--- src/rtl/riscuinho_control_fsm_if.sv ---
// Instruction and data bus handshake bundle for the RISCuinho control sequencer.
//   master (sequencer side): drives ibus_req, dbus_req, dbus_we; samples ibus_ack, dbus_ack
//   slave  (memory side)   : samples the requests; drives the acks
interface riscuinho_control_fsm_if;
  logic ibus_req;   // instruction fetch request
  logic ibus_ack;   // instruction data valid this cycle
  logic dbus_req;   // data bus request
  logic dbus_we;    // data bus write enable (store)
  logic dbus_ack;   // data bus acknowledge

  modport master (
    output ibus_req, dbus_req, dbus_we,
    input  ibus_ack, dbus_ack
  );

  modport slave (
    input  ibus_req, dbus_req, dbus_we,
    output ibus_ack, dbus_ack
  );
endinterface

--- src/rtl/riscuinho_control_fsm.sv ---
// Multi-cycle sequencer for the RISCuinho integer core.
// Walks each instruction through FETCH -> DECODE -> EXEC -> [MEM] -> WB, issuing
// strobes to the external IR, PC and register file. ECALL/EBREAK halts; an illegal
// decode or a bus that stays silent for BUS_TIMEOUT cycles traps. Both are terminal
// until reset.
// Ports:
//   clk, reset         core clock, synchronous active-high reset
//   bus                ibus/dbus handshake (master side)
//   ir_we              latch instruction register (same cycle as ibus_ack)
//   dec_*              decoder control outputs, branch_taken comparator result
//   reg_we, pc_we      register file / PC write strobes (WB only)
//   pc_sel             0: pc+4, 1: redirect target
//   halted, trap       sticky status, trap_cause 01 fetch TO, 10 data TO, 11 illegal
//   state              current FSM state (debug)
//   instret            retired-instruction count, wraps
module riscuinho_control_fsm #(
  parameter int BUS_TIMEOUT = 255,
  parameter int TIMEOUT_W   = 8,
  parameter int INSTRET_W   = 32
) (
  input  logic                          clk,
  input  logic                          reset,
  riscuinho_control_fsm_if.master       bus,
  output logic                          ir_we,
  input  logic                          dec_reg_w,
  input  logic                          dec_mem_r,
  input  logic                          dec_mem_w,
  input  logic                          dec_jump,
  input  logic                          dec_branch,
  input  logic                          branch_taken,
  input  logic                          dec_system,
  input  logic                          dec_illegal,
  output logic                          reg_we,
  output logic                          pc_we,
  output logic                          pc_sel,
  output logic                          halted,
  output logic                          trap,
  output logic [1:0]                    trap_cause,
  output logic [2:0]                    state,
  output logic [INSTRET_W-1:0]          instret
);

  typedef enum logic [2:0] {
    S_FETCH  = 3'd0,
    S_DECODE = 3'd1,
    S_EXEC   = 3'd2,
    S_MEM    = 3'd3,
    S_WB     = 3'd4,
    S_HALT   = 3'd5,
    S_TRAP   = 3'd6
  } state_t;

  localparam logic [1:0] CAUSE_FETCH_TO = 2'b01;
  localparam logic [1:0] CAUSE_DATA_TO  = 2'b10;
  localparam logic [1:0] CAUSE_ILLEGAL  = 2'b11;

  // A zero BUS_TIMEOUT disables the watchdog entirely.
  localparam bit                   TO_EN    = (BUS_TIMEOUT > 0);
  localparam logic [TIMEOUT_W-1:0] TO_LIMIT = TIMEOUT_W'((BUS_TIMEOUT > 0) ? BUS_TIMEOUT - 1 : 0);

  state_t                 state_reg, state_next;
  logic [TIMEOUT_W-1:0]   cnt_reg, cnt_next;
  logic [1:0]             cause_reg, cause_next;
  logic [INSTRET_W-1:0]   instret_reg, instret_next;
  logic                   wait_expired;

  // State register
  always_ff @(posedge clk) begin
    if (reset) begin
      state_reg   <= S_FETCH;
      cnt_reg     <= '0;
      cause_reg   <= 2'b00;
      instret_reg <= '0;
    end else begin
      state_reg   <= state_next;
      cnt_reg     <= cnt_next;
      cause_reg   <= cause_next;
      instret_reg <= instret_next;
    end
  end

  // The limit is reached on the last permitted waiting cycle; an ack in that
  // same cycle still takes priority over the trap.
  assign wait_expired = TO_EN && (cnt_reg == TO_LIMIT);

  // Next-state logic
  always_comb begin
    state_next   = state_reg;
    cnt_next     = cnt_reg;
    cause_next   = cause_reg;
    instret_next = instret_reg;
    case (state_reg)
      S_FETCH: begin
        if (bus.ibus_ack) begin
          state_next = S_DECODE;
        end else if (wait_expired) begin
          state_next = S_TRAP;
          cause_next = CAUSE_FETCH_TO;
        end else if (TO_EN) begin
          cnt_next = cnt_reg + TIMEOUT_W'(1);
        end
      end
      S_DECODE: begin
        // A load and a store at once is not a real encoding: treat as illegal.
        if (dec_illegal || (dec_mem_r && dec_mem_w)) begin
          state_next = S_TRAP;
          cause_next = CAUSE_ILLEGAL;
        end else if (dec_system) begin
          state_next = S_HALT;
        end else begin
          state_next = S_EXEC;
        end
      end
      S_EXEC: begin
        cnt_next   = '0;
        state_next = (dec_mem_r || dec_mem_w) ? S_MEM : S_WB;
      end
      S_MEM: begin
        if (bus.dbus_ack) begin
          state_next = S_WB;
        end else if (wait_expired) begin
          state_next = S_TRAP;
          cause_next = CAUSE_DATA_TO;
        end else if (TO_EN) begin
          cnt_next = cnt_reg + TIMEOUT_W'(1);
        end
      end
      S_WB: begin
        cnt_next     = '0;
        instret_next = instret_reg + INSTRET_W'(1);
        state_next   = S_FETCH;
      end
      S_HALT:  state_next = S_HALT;
      S_TRAP:  state_next = S_TRAP;
      default: state_next = S_FETCH;
    endcase
  end

  // Output logic; every request and strobe is held low while reset is asserted,
  // including the cycle in which reset arrives mid-transaction.
  always_comb begin
    bus.ibus_req = 1'b0;
    bus.dbus_req = 1'b0;
    bus.dbus_we  = 1'b0;
    ir_we        = 1'b0;
    reg_we       = 1'b0;
    pc_we        = 1'b0;
    pc_sel       = 1'b0;
    if (!reset) begin
      case (state_reg)
        S_FETCH: begin
          bus.ibus_req = 1'b1;
          ir_we        = bus.ibus_ack;
        end
        S_MEM: begin
          bus.dbus_req = 1'b1;
          bus.dbus_we  = dec_mem_w;
        end
        S_WB: begin
          reg_we = dec_reg_w;
          pc_we  = 1'b1;
          pc_sel = dec_jump | (dec_branch & branch_taken);
        end
        default: ;
      endcase
    end
  end

  assign halted     = (state_reg == S_HALT);
  assign trap       = (state_reg == S_TRAP);
  assign trap_cause = cause_reg;
  assign state      = state_reg;
  assign instret    = instret_reg;

endmodule

--- src/flat_wrapper.sv ---
// flat-port wrapper written by rule: the top's interface ports become plain ports
module riscuinho_control_fsm_flat 
#(
  parameter int BUS_TIMEOUT = 255,
  parameter int TIMEOUT_W   = 8,
  parameter int INSTRET_W   = 32
)
  (clk, reset, ir_we, dec_reg_w, dec_mem_r, dec_mem_w, dec_jump, dec_branch, branch_taken, dec_system, dec_illegal, reg_we, pc_we, pc_sel, halted, trap, trap_cause, state, instret, bus_ibus_req, bus_dbus_req, bus_dbus_we, bus_ibus_ack, bus_dbus_ack);
  riscuinho_control_fsm_if bus_i ();
  input  logic clk;
  input  logic reset;
  output logic ir_we;
  input  logic dec_reg_w;
  input  logic dec_mem_r;
  input  logic dec_mem_w;
  input  logic dec_jump;
  input  logic dec_branch;
  input  logic branch_taken;
  input  logic dec_system;
  input  logic dec_illegal;
  output logic reg_we;
  output logic pc_we;
  output logic pc_sel;
  output logic halted;
  output logic trap;
  output logic [1:0] trap_cause;
  output logic [2:0] state;
  output logic [INSTRET_W-1:0] instret;
  output wire logic [$bits(bus_i.ibus_req)-1:0] bus_ibus_req;
  output wire logic [$bits(bus_i.dbus_req)-1:0] bus_dbus_req;
  output wire logic [$bits(bus_i.dbus_we)-1:0] bus_dbus_we;
  input wire logic [$bits(bus_i.ibus_ack)-1:0] bus_ibus_ack;
  input wire logic [$bits(bus_i.dbus_ack)-1:0] bus_dbus_ack;
  assign bus_ibus_req = bus_i.ibus_req;
  assign bus_dbus_req = bus_i.dbus_req;
  assign bus_dbus_we = bus_i.dbus_we;
  assign bus_i.ibus_ack = bus_ibus_ack;
  assign bus_i.dbus_ack = bus_dbus_ack;
  riscuinho_control_fsm #(.BUS_TIMEOUT(BUS_TIMEOUT), .TIMEOUT_W(TIMEOUT_W), .INSTRET_W(INSTRET_W)) u_core (.clk(clk), .reset(reset), .bus(bus_i), .ir_we(ir_we), .dec_reg_w(dec_reg_w), .dec_mem_r(dec_mem_r), .dec_mem_w(dec_mem_w), .dec_jump(dec_jump), .dec_branch(dec_branch), .branch_taken(branch_taken), .dec_system(dec_system), .dec_illegal(dec_illegal), .reg_we(reg_we), .pc_we(pc_we), .pc_sel(pc_sel), .halted(halted), .trap(trap), .trap_cause(trap_cause), .state(state), .instret(instret));
endmodule
--- config.mk ---
export PLATFORM = sky130hd
export DESIGN_NAME = riscuinho_control_fsm_flat
export DESIGN_NICKNAME = d
export VERILOG_FILES = /design/src/rtl/riscuinho_control_fsm_if.sv /design/src/rtl/riscuinho_control_fsm.sv /design/src/flat_wrapper.sv
export SDC_FILE = /design/constraint.sdc
export NUM_CORES = 1
export LEC_CHECK = 0
export CORE_UTILIZATION = 30
export DETAILED_ROUTE_END_ITERATION = 10
export PLACE_DENSITY = 0.51
export SYNTH_ARGS = -nofsm -noshare
export SYNTH_HDL_FRONTEND = slang
export SYNTH_SLANG_ARGS = --single-unit
--- constraint.sdc ---
create_clock -name clk -period 2.51 [get_ports clk]
set_input_delay 0.6275 -clock clk [delete_from_list [all_inputs] [get_ports clk]]
set_output_delay 0.6275 -clock clk [all_outputs]
set_load 0.02 [all_outputs]
==> results.ini, run 1 <==
[placed_design]
portBuffers=57
dp.final_hpwl_microns=4563
dp_slack_ps=-45.63
dp.cells=459
place_congestion=0.7767

[min_path]
holdCritPathClass=flop to flop

[sta]
tns_ps=0
rsz0062_at_grt=no
slew_headroom_pct=64.86
slew_viol_final=0
holdWs_ps=482.4
post-route-period-util_pct=95.17
fin_crit_ps=2389
worst_pin_slew_ps=522.3
clock_skew_ps=10.70
worst_slack_ps=121.1
hold_viol_final=0
setup_violations=0
max_freq_ghz=0.4186

[setup_path]
critPathMaxFanout=11
path_class=flop to primary output
arrival_ps=1760
rrSetupSlack_ps=170
cp.required_ps=1880
critPathLaunchType=flop
worstSetupEndpointType=primary output

[global_routing]
grt_pass1_wl_microns=10700
grt_usage_pct=15.13
antenna_found_initial=0
first_global_vias=2226
grt_overflow_total=0
grt_max_degree=36

[clocking]
clk_root_buffer_cell=clkbuf_8
cts_buffer_depth=2
clk_pin_slew_ps=90
htreeDepth=2
cts_tree=built
cts_setup_buffers=0
worst_skew_pair.late_latency_ps=290
cts_made_buffers=5
cts.sinks=45

[logic_synthesis]
yosys_warnings=0
syn-num-nets=317
synthesis.instances=302
synth_ff_type=dfxtp_1
ys_seq_area_share_pct=36.00
postSynthAreaPerCell_sq_um=8.286
ys_ff_latch=45
synth.distinct_cells=51
synth_edf_count=0
ys_async_sr_fraction_pct=0
synth_area_sq_um=2502

[power]
p_comb_share_pct=28.2
p_seq_share_pct=45.0
netSwitchingPower_w=0.0005411
cellPowerDensity_nw_per_um2=515.7
p_sw_share_pct=31.62
p_leak_nw=1.154
p_clk_share_pct=26.8
internal_power_w=0.001170
peakVddDrop_mv=0.2701

[floorplanning]
core_area_sq_um=7888
die_area_sq_um=8710
core.rowCount=32
start_util_pct=31.73
io_pins=58
die_h_microns=93.33
die_w_microns=93.33

[run_status]
status=finished clean

[drt]
drt-pass1-iter-count=4
wl_per_cell_microns=13.46
vias=2410
drc=0
via_per_inst=5.172
drt_iter0_drc=71
wirelength_microns=6271
drt.antenna.violating_nets=0

[cells_and_area]
largest_reg_flops=32
fill_cells=804
antennaDiodeCount=0
syn_to_final_growth_pct=32.60
drive_gt1_share_pct=10.44
final_cell_mix=clkdlybuf4s50_1, dfxtp_1, a21oi_1, nor2_1, nand2_1
final_common_cell=clkdlybuf4s50_1
layout.cells.non_filler=466
nNetsFinal=379
regArea_sq_um=900.9
multiInputGateArea_sq_um=1475

[flow_run]
maxCapViolCount=0

==> worst paths after layout <==
| kind | to | from | depth (start not counted) |
|---|---|---|---|
| min reg2reg | u_core.instret[31] | u_core.instret[31] | 2 |
| max | halted | u_core.state[2] | 4 |
| max reg2reg | u_core.instret[23] | u_core.state[2] | 4 |
| min | u_core.instret[31] | u_core.instret[31] | 2 |
==> power groups by stage <==
stage                     sequential [W]  clock [W]  combinational, W
final                           0.000769   0.000458          0.000483
after global routing            0.000776   0.000514          0.000525
after CTS                       0.000769   0.000482          0.000482
after detailed placement        0.000785          0          0.000479
after global placement          0.000785          0          0.000481
after floorplan                 0.000805          0          0.000284
==> synth_stat cells (all sizes together), types with 4 or more instances <==
cell,instances,area [sq um]
dfxtp,45,900.9
nand2b,8,50.05
buf,6,52.55
xnor2,4,35.03
inv,9,33.78
mux2,5,56.30
nor3,10,50.05
nand3,13,65.06
or3,12,75.07
a21oi,30,150.1
nand4,11,68.82
or4b,6,63.81
nor2,20,75.07
o31ai,9,67.56
nand2,15,56.30
xor2,5,43.79
nor4,4,25.02
o21ai,10,50.05
nor2b,10,62.56
and4,5,43.79
clkbuf,11,41.29
and2,7,43.79
or4,7,52.55
==> stage by stage <==
step | total power, W | util (%) | cell area, sq um
after global placement | 0.001266 | 40.75 | 3214
after CTS | 0.001734 | 41.89 | 3304
after global routing | 0.001815 | 42.07 | 3318
after floorplan | 0.001089 | - | 2502
after detailed placement | 0.001264 | 40.75 | 3214
final | 0.001711 | 42.07 | 3318
==> final cells by class <==
cell class                 instances  area share (%)
timing repair buffer              72           20.70
multi-input combinational        230           44.46
sequential                        45           27.15
clock inverter                     1          0.2262
inverter                          10           1.131
tap                              102           3.846
clock buffer                       6           2.489
==> routing by layer <==
layer  part of all wire (%)  up-vias  GRT usage [%]
li1                       -     1255              -
met1                     52     1108          21.66
met2                     43       42          23.04
met3                    4.5        5          3.089
met4                   0.81        0          3.846
met5                      0        -              0
==> logic make-up after synthesis <==
| family | synth area share, % |
|---|---|
| mux | 3.450 |
| xor+xnor | 3.150 |
| simple gates | 31.50 |
| buf+inv | 5.250 |
| compound gates | 19.15 |
| fa+ha+maj | 1.500 |
| flops | 36.00 |
==> critical path, stage by stage (launching register included) <==
cell             delay (ps)
dfxtp_1                 370
buf_4                   190
inv_1                    90
nor3_1                  180
clkdlybuf4s50_1         630
==> what timing repair did <==
item | CTS | global route
setup endpoints to repair | 5 | 4
hold buffers | 0 | 0
hold endpoints to repair | 0 | 0
resized for setup | 6 | 5
No activity file was read; power rests on OpenSTA's default activity.
==> run 2: changes to the inputs <==
--- a/config.mk
+++ b/config.mk
@@ -6,8 +6,9 @@
 export NUM_CORES = 1
 export LEC_CHECK = 0
 export CORE_UTILIZATION = 30
+export CTS_CLUSTER_DIAMETER = 100
 export DETAILED_ROUTE_END_ITERATION = 10
-export PLACE_DENSITY = 0.51
+export PLACE_DENSITY_LB_ADDON = 0.2
 export SYNTH_ARGS = -nofsm -noshare
 export SYNTH_HDL_FRONTEND = slang
 export SYNTH_SLANG_ARGS = --single-unit
==> run 2 against run 1 <==
  * Non-clock buffer count is 4 higher
  * Fmax is 0.67% lower
  * Final cell count is 0.86% higher
  * Die area stayed put
  * Clock skew is 3.1 ps lower
  * Utilization is 0.59 points higher
  * Critical path depth stayed put
  * Cell area is 1.4% higher
  * Combinational power is 2% lower
  * Count of clock-buffer cells in the layout is 1 lower
  * Register-to-register slack worse by 40 ps
  * Critical path type unchanged
  * Critical endpoint unchanged
==> results.ini, run 2 (synthesis results as in run 1) <==
[run_status]
status=finished clean

[global_routing]
grt_usage_pct=15.14  ; about the same
grt_pass1_wl_microns=10670  ; -0.32%
first_global_vias=2273  ; +2.1%
antenna_found_initial=0  ; unchanged
grt_max_degree=22  ; -39%
grt_overflow_total=0  ; unchanged

[sta]
worst_pin_slew_ps=501.0  ; -21.38 ps
rsz0062_at_grt=no
slew_viol_final=0  ; unchanged
max_freq_ghz=0.4158  ; -0.67%
clock_skew_ps=7.634  ; -3.066 ps
post-route-period-util_pct=95.82  ; +0.65 points
hold_viol_final=0  ; unchanged
fin_crit_ps=2405  ; +16.22 ps
setup_violations=0  ; unchanged
slew_headroom_pct=66.35  ; +1.5 points
tns_ps=0  ; unchanged

[drt]
wirelength_microns=6356  ; +1.4%
via_per_inst=5.238  ; +1.3%
drc=0  ; unchanged
drt-pass1-iter-count=4  ; unchanged
vias=2462  ; +2.2%
wl_per_cell_microns=13.52  ; +0.49%
drt_iter0_drc=156  ; +120%
drt.antenna.violating_nets=0  ; unchanged

[clocking]
cts_buffer_depth=2  ; unchanged
clk_root_buffer_cell=clkbuf_8
htreeDepth=2  ; unchanged
cts_made_buffers=5  ; unchanged
clk_pin_slew_ps=90  ; about the same
cts-hold-fix-buffers=0  ; unchanged
cts_tree=built
cts_setup_buffers=0  ; unchanged
cts.sinks=45  ; unchanged
worst_skew_pair.late_latency_ps=300  ; about the same

[setup_path]
critPathLaunchType=flop
cp-startpoint=u_core.state[2]
path_class=flop to primary output
r2r_start=u_core.state[2]
rrSetupSlack_ps=130  ; -40 ps
worstSetupEndpointType=primary output
cp.required_ps=1880  ; about the same
critPathMaxFanout=11  ; unchanged
arrival_ps=1780  ; +20 ps

[floorplanning]
die_h_microns=93.33  ; unchanged
die_w_microns=93.33  ; unchanged
core_area_sq_um=7888  ; unchanged
core.rowCount=32  ; unchanged
die_area_sq_um=8710  ; unchanged
start_util_pct=31.73  ; unchanged
io_pins=58  ; unchanged

[cells_and_area]
nNetsFinal=383  ; +1.1%
final_common_cell=clkdlybuf4s50_1
antennaDiodeCount=0  ; unchanged
drive_gt1_share_pct=11.14  ; +0.70 points
largest_reg_flops=32  ; unchanged
final_cell_mix=clkdlybuf4s50_1, dfxtp_1, a21oi_1, nor2_1, buf_4
syn_to_final_growth_pct=34.45

[min_path]
hp-start=u_core.instret[31]
holdCritPathClass=flop to flop

[power]
cellPowerDensity_nw_per_um2=527.0  ; +2.2%
power_w=0.001773  ; +3.6%
peakVddDrop_mv=0.1997  ; -26%
p_leak_nw=1.171  ; +1.4%

[placed_design]
place_congestion=0.7843  ; +0.98%
dp.final_hpwl_microns=4621  ; +1.3%
portBuffers=57  ; unchanged

[flow_run]
maxCapViolCount=0  ; unchanged

[run 2: stage by stage]
| stage | hold slack [ps] | instance area, sq um | util (%) | setup slack, ps | std cells |
|---|---|---|---|---|---|
| global placement | 472.1 | 3257 | 41.29 | -2.388 | 463 |
| global route | 512.6 | 3364 | 42.66 | 2.822 | 470 |
| floorplan | 449.0 | 2502 | - | 62.29 | 302 |
| CTS | 485.1 | 3357 | 42.56 | 7.237 | 470 |
| detailed placement | 472.2 | 3257 | 41.29 | -27.50 | 463 |
| finish | 482.1 | 3364 | 42.66 | 104.9 | 470 |
[run 2: path summary, 6_finish.rpt]
path	depth (start not counted)	end
worst max-delay path	4	halted
worst min-delay path	2	u_core.instret[31]
worst max register to register	4	u_core.instret[23]
worst min register to register	2	u_core.instret[31]
[run 2: critical path, cell delays in order, from the launching register on]
cell and delay [ps]:
dfxtp_1 380, buf_4 200, inv_1 80, nor3_1 190
clkdlybuf4s50_1 630
[run 2: cell type report]
cell class | count | area [sq um]
inverters | 10 | 37.54
clock inverters | 2 | 35.03
repair buffers | 76 | 721.9
clock buffers | 5 | 68.82
flip-flops and latches | 45 | 900.9
well taps | 102 | 127.6
multi-input cells | 230 | 1473
fillers | 800 | 4523
[run 2: power breakdown]
part	internal [W]	leakage [nW]	switching, W
Sequential	0.000741	0.363	0.0000317
Clock	0.000290	0.0540	0.000240
Combinational	0.000209	0.753	0.000262
[run 2: per-layer routing]
metal / global-route usage, % / up-vias / part of all wire, %
li1: - / 1267 / -
met1: 21.28 / 1143 / 51
met2: 23.71 / 47 / 45
met3: 2.520 / 5 / 3.7
met4: 4.359 / 0 / 0.77
met5: 0 / - / 0
[run 2: repair_timing]
| action | in CTS | in global routing |
|---|---|---|
| endpoints found under the hold margin | 0 | 0 |
| setup endpoints to repair | 6 | 3 |
| resized for setup | 6 | 3 |
==> run 3: changes to the inputs <==
--- a/config.mk
+++ b/config.mk
@@ -9,6 +9,7 @@
 export CTS_CLUSTER_DIAMETER = 100
 export DETAILED_ROUTE_END_ITERATION = 10
 export PLACE_DENSITY_LB_ADDON = 0.2
+export SLEW_MARGIN = 10
 export SYNTH_ARGS = -nofsm -noshare
 export SYNTH_HDL_FRONTEND = slang
 export SYNTH_SLANG_ARGS = --single-unit
==> results of run 3 <==
The final DEF is identical to that of run 2; final timing and power are the same.
